## src/rtl/exa_crosb_output_arbiter_vc.sv

```systemverilog
// rtl/exa_crosb_output_arbiter_vc.sv - per-output VC/priority packet arbiter for the exa crossbar
module exa_crosb_output_arbiter_vc #(
    parameter int input_num  = 4,
    parameter int output_num = 8,
    parameter int vc_num     = 3,
    parameter int prio_num   = 2,
    localparam int C  = vc_num * prio_num,
    localparam int CW = (C > 1) ? $clog2(C) : 1,
    localparam int IW = (input_num > 1) ? $clog2(input_num) : 1
) (
    input  logic                        clk,
    input  logic                        resetn,
    input  logic [input_num-1:0][C-1:0] i_request,
    input  logic [C-1:0][CW-1:0]        i_output_vc,
    input  logic                        i_last,
    output logic [input_num-1:0]        o_grant,
    output logic [IW-1:0]               o_input_sel,
    output logic                        o_cts
);

    localparam int VW = (vc_num > 1) ? $clog2(vc_num) : 1;
    localparam int PW = (prio_num > 1) ? $clog2(prio_num) : 1;

    // output_num only documents the crossbar size this instance belongs to
    if (output_num < 1) begin : g_output_num_check
    end

    typedef enum logic {
        ST_IDLE = 1'b0,
        ST_BUSY = 1'b1
    } state_t;

    state_t state_q;
    state_t state_d;

    logic [VW-1:0] vc_ptr [prio_num];
    logic [IW-1:0] in_ptr [C];

    logic [C-1:0]          cls_req;
    logic [C-1:0]          eff_valid;
    logic [C-1:0][CW-1:0]  eff_src;
    logic                  any_valid;
    logic [PW-1:0]         win_lvl;
    logic [VW-1:0]         win_vc;
    logic [CW-1:0]         win_eff;
    logic [CW-1:0]         win_cls;
    logic [IW-1:0]         win_in;
    logic [VW-1:0]         vc_ptr_nxt;
    logic [IW-1:0]         in_ptr_nxt;
    logic                  arb_en;
    logic [input_num-1:0]  grant_d;
    logic [IW-1:0]         sel_d;

    // source class c has at least one requesting input
    always_comb begin
        cls_req = '0;
        for (int c = 0; c < C; c++) begin
            for (int i = 0; i < input_num; i++) begin
                cls_req[c] = cls_req[c] | i_request[i][c];
            end
        end
    end

    // fold source classes onto effective classes; scanning downward leaves the lowest source index
    always_comb begin
        eff_valid = '0;
        eff_src   = '0;
        for (int e = 0; e < C; e++) begin
            for (int c = C - 1; c >= 0; c--) begin
                if (cls_req[c] && (int'(i_output_vc[c]) == e)) begin
                    eff_valid[e] = 1'b1;
                    eff_src[e]   = CW'(c);
                end
            end
        end
    end

    // highest priority level holding any eligible request
    always_comb begin
        any_valid = 1'b0;
        win_lvl   = '0;
        for (int p = 0; p < prio_num; p++) begin
            if (|eff_valid[p*vc_num +: vc_num]) begin
                any_valid = 1'b1;
                win_lvl   = PW'(p);
            end
        end
    end

    // round-robin VC within the winning level, starting at that level's pointer
    always_comb begin
        int v;
        v      = 0;
        win_vc = '0;
        for (int k = vc_num - 1; k >= 0; k--) begin
            v = int'(vc_ptr[win_lvl]) + k;
            if (v >= vc_num) begin
                v = v - vc_num;
            end
            if (eff_valid[CW'(int'(win_lvl) * vc_num + v)]) begin
                win_vc = VW'(v);
            end
        end
        win_eff = CW'(int'(win_lvl) * vc_num + int'(win_vc));
        win_cls = eff_src[win_eff];
    end

    // round-robin input within the winning source class
    always_comb begin
        int n;
        n      = 0;
        win_in = '0;
        for (int k = input_num - 1; k >= 0; k--) begin
            n = int'(in_ptr[win_cls]) + k;
            if (n >= input_num) begin
                n = n - input_num;
            end
            if (i_request[IW'(n)][win_cls]) begin
                win_in = IW'(n);
            end
        end
        vc_ptr_nxt = (int'(win_vc) == vc_num - 1) ? '0 : VW'(int'(win_vc) + 1);
        in_ptr_nxt = (int'(win_in) == input_num - 1) ? '0 : IW'(int'(win_in) + 1);
    end

    // state register
    always_ff @(posedge clk or negedge resetn) begin
        if (!resetn) begin
            state_q <= ST_IDLE;
        end else begin
            state_q <= state_d;
        end
    end

    // next state: arbitrate when idle or at the last beat of the current packet
    always_comb begin
        arb_en  = (state_q == ST_IDLE) || i_last;
        state_d = state_q;
        if (arb_en) begin
            state_d = any_valid ? ST_BUSY : ST_IDLE;
        end
    end

    // next grant/select: load the winner on an arbitration edge, otherwise hold
    always_comb begin
        grant_d = o_grant;
        sel_d   = o_input_sel;
        if (arb_en) begin
            grant_d = '0;
            if (any_valid) begin
                grant_d[win_in] = 1'b1;
                sel_d           = win_in;
            end
        end
    end

    // registered outputs
    always_ff @(posedge clk or negedge resetn) begin
        if (!resetn) begin
            o_grant     <= '0;
            o_input_sel <= '0;
            o_cts       <= 1'b0;
        end else begin
            o_grant     <= grant_d;
            o_input_sel <= sel_d;
            o_cts       <= (state_d == ST_BUSY);
        end
    end

    // advance only the pointers of the level and class that just won
    always_ff @(posedge clk or negedge resetn) begin
        if (!resetn) begin
            for (int p = 0; p < prio_num; p++) begin
                vc_ptr[p] <= '0;
            end
            for (int c = 0; c < C; c++) begin
                in_ptr[c] <= '0;
            end
        end else if (arb_en && any_valid) begin
            vc_ptr[win_lvl] <= vc_ptr_nxt;
            in_ptr[win_cls] <= in_ptr_nxt;
        end
    end

endmodule

```

## config.mk

```make
export PLATFORM = sky130hd
export DESIGN_NAME = exa_crosb_output_arbiter_vc
export DESIGN_NICKNAME = d
export VERILOG_FILES = /design/src/rtl/exa_crosb_output_arbiter_vc.sv
export SDC_FILE = /design/constraint.sdc
export NUM_CORES = 1
export LEC_CHECK = 0
export BUFFER_PORTS_ARGS = -buffer_cell sky130_fd_sc_hd__buf_2
export CORE_MARGIN = 2
export CORE_UTILIZATION = 64
export DETAILED_ROUTE_END_ITERATION = 8
export GPL_TIMING_DRIVEN = 0
export PLACE_DENSITY = 0.9
export REMOVE_ABC_BUFFERS = 1
export SYNTH_ARGS = -nofsm -noshare
export SYNTH_HDL_FRONTEND = slang
export SYNTH_SLANG_ARGS = --single-unit
```

## constraint.sdc

```tcl
create_clock -name clk -period 18.2 [get_ports clk]
set_input_delay 2.73 -clock clk [delete_from_list [all_inputs] [get_ports clk]]
set_output_delay 2.73 -clock clk [all_outputs]
set_load 0.05 [all_outputs]
```

==> reports/results.ini <==
[outcome]
status=complete, no violations

[synth]
syn_avg_cell_area_um2=7.72
ys_seq_area_frac=0.163
synthArstFlopShare=1.00
yosys_warnings=0
yosysTopAreaCell=dfrtp_1
ys_types=76
synth_edf_count=0
synth_commonest_cells=nand2_1 (54), nor2_1 (28), dfrtp_1 (23), nand3_1 (23), o21ai_0 (22)
yosysTopAreaCellShare=0.163
netlist_area_um2=3530
synth_cells=457
synth-seq-cells=23
synth_area_leaders=dfrtp_1 (16%), nand2_1 (5.7%), mux2_2 (3.8%)
synth-main-ff-cell=dfrtp_1
yosysMostFrequentCell=nand2_1

[clocking]
worstSkewPairLatency_ns=0.26
numCtsBuffers=3
postCtsSetupRepairBufs=0
postCtsHoldBufs=0
cts_tree=done
cts_resized=0
clock-sinks=23
h-tree-depth=1
cts-root-buf=clkbuf_8
cts_buffer_depth=2
clk_pin_slew_ns=0.08

[floorplanning]
initial_utilization=0.652
fp-row-count=27
num_io_pins=52
die_area_um2=6120
dieHeight_um=78.2
die_w_um=78.2
core_area_um2=5410

[sta]
setup_viol=0
rsz0062_at_grt=no
slew_violations=0
fmax_mhz=73.2
worst_slew_pin_slew_ns=1.13
fin_skew_ns=0.00261
period_needed_ns=13.66
period_share=0.751
hold_viol=0
setup_tns_ns=0
slew_headroom=0.241

[final_layout]
drive_above_1_share=0.177
fin_util=0.713
area_delta_synth_final_pct=9.23
fin_area_um2=3850
fin_nets=554
diodes=0

[place]
hpwl_mm=8.67
post_dp_cell_area_um2=3800
portBuffers=51
routabilityCongestion=0.977

[setup_path]
critPathRequiredTime_ns=18.35
end_kind=flop
crit_type=in2reg
critPathLaunchType=input pin
critical-path-max-stage-delay_ns=0.90
crit_arrival_ns=13.81
crit_slowest_cell=o21ai_1
crit_path_max_fanout=16

[hold_path]
hp-class=reg2reg

[global_routing]
grt_max_degree=24
grt_pass1_wl_mm=18.2
grt_pass1_vias=3847
gr-total-overflow=0
track_usage=0.365
antenna_found_initial=0

[job]
cap_violations=0

[routing]
first_iter_violations=336
drc=0
dr.pass1.iters=6
num_vias=4119
viasPerCell=7.25
ant_nets=0
wl_per_cell_um=19.6
routed_wirelength_mm=11.1

## stage by stage
stage | setup WS [ns] | instances | hold slack, ns
6_report | 4.54 | 568 | 0.489
3_3_place_gp | 3.83 | 564 | 0.460
5_1_grt | 3.91 | 568 | 0.517
3_5_place_dp | 3.47 | 564 | 0.470
4_1_cts | 3.74 | 568 | 0.488
2_1_floorplan | 6.15 | 441 | 0.449
## critical path: cells and delay by family
kind | cells | cell delay (ns)
compound gates | 10 | 3.67
simple gates | 10 | 3.54
mux | 4 | 1.23
fa+ha+maj | 5 | 2.03
buf+inv | 4 | 0.57
## cells in the final DEF (no fill, tap or decap), drive strengths merged, types with 6 or more instances in the layout
| cell | n |
|---|---|
| nand2 | 54 |
| buf | 51 |
| nor2 | 28 |
| nand3 | 26 |
| o21ai | 26 |
| dfrtp | 23 |
| inv | 21 |
| a21oi | 18 |
| mux2 | 17 |
| nor4 | 15 |
| nor3 | 15 |
| a211oi | 12 |
| o31ai | 11 |
| mux2i | 10 |
| nand4 | 10 |
| nor2b | 9 |
| and3 | 9 |
| a31oi | 8 |
| o211ai | 8 |
| ha | 8 |
| or4 | 7 |
| nand3b | 7 |
| nand4b | 6 |
| a2111oi | 6 |
## worst paths after layout
kind | from | to | slack (ns) | cells after the start
hold reg to reg | o_grant[0]$_DFFE_PN0N_ | o_grant[0]$_DFFE_PN0N_ | 0.49 | 2
max in group asynchronous | resetn | in_ptr[2]$_DFFE_PN0P_ | 15.44 | 1
setup reg to reg | vc_ptr[3]$_DFFE_PN0P_ | in_ptr[7]$_DFFE_PN0P_ | 9.54 | 27
min in group asynchronous | resetn | vc_ptr[3]$_DFFE_PN0P_ | 2.42 | 1
setup / recovery | i_request[3] | in_ptr[7]$_DFFE_PN0P_ | 4.54 | 33
hold / removal | o_grant[0]$_DFFE_PN0N_ | o_grant[0]$_DFFE_PN0N_ | 0.49 | 2
## state kept, by name (all words and copies together), names as in the netlist
signal	count
in_ptr	12
o_input_sel	2
o_grant	4
vc_ptr	4
o_cts	1
## cell type report
class                   instances  area [µm²]
inverters                      21        78.8
flip-flops and latches         23         576
fillers                       443        1550
well taps                      72        90.1
repair buffers                 51         255
multi-input cells             397        2810
clock buffers                   4        45.0
## per-layer routing
metal / global-route usage / up-vias / wire [µm]
met5: 0 / - / 0
met3: 0.0460 / 61 / 1000
li1: - / 1886 / -
met1: 0.477 / 1916 / 4450
met4: 0.116 / 0 / 431
met2: 0.630 / 256 / 5250
## cells by family (layout without fill, tap and decap cells)
logic type                 Yosys count  in the layout  share of synthesized area
adders and majority gates           12             12                     0.0511
AOI/OAI and AO/OA                  137            137                      0.293
DFF                                 23             23                      0.163
muxes                               30             30                      0.102
xor gates and xnor gates             2              2                    0.00497
and+or+nand+nor                    216            216                      0.343
buffers and inverters               37             76                     0.0429
Power is not shown: default switching activity piles up to over one toggle a cycle in this logic, so the estimate is an artifact.
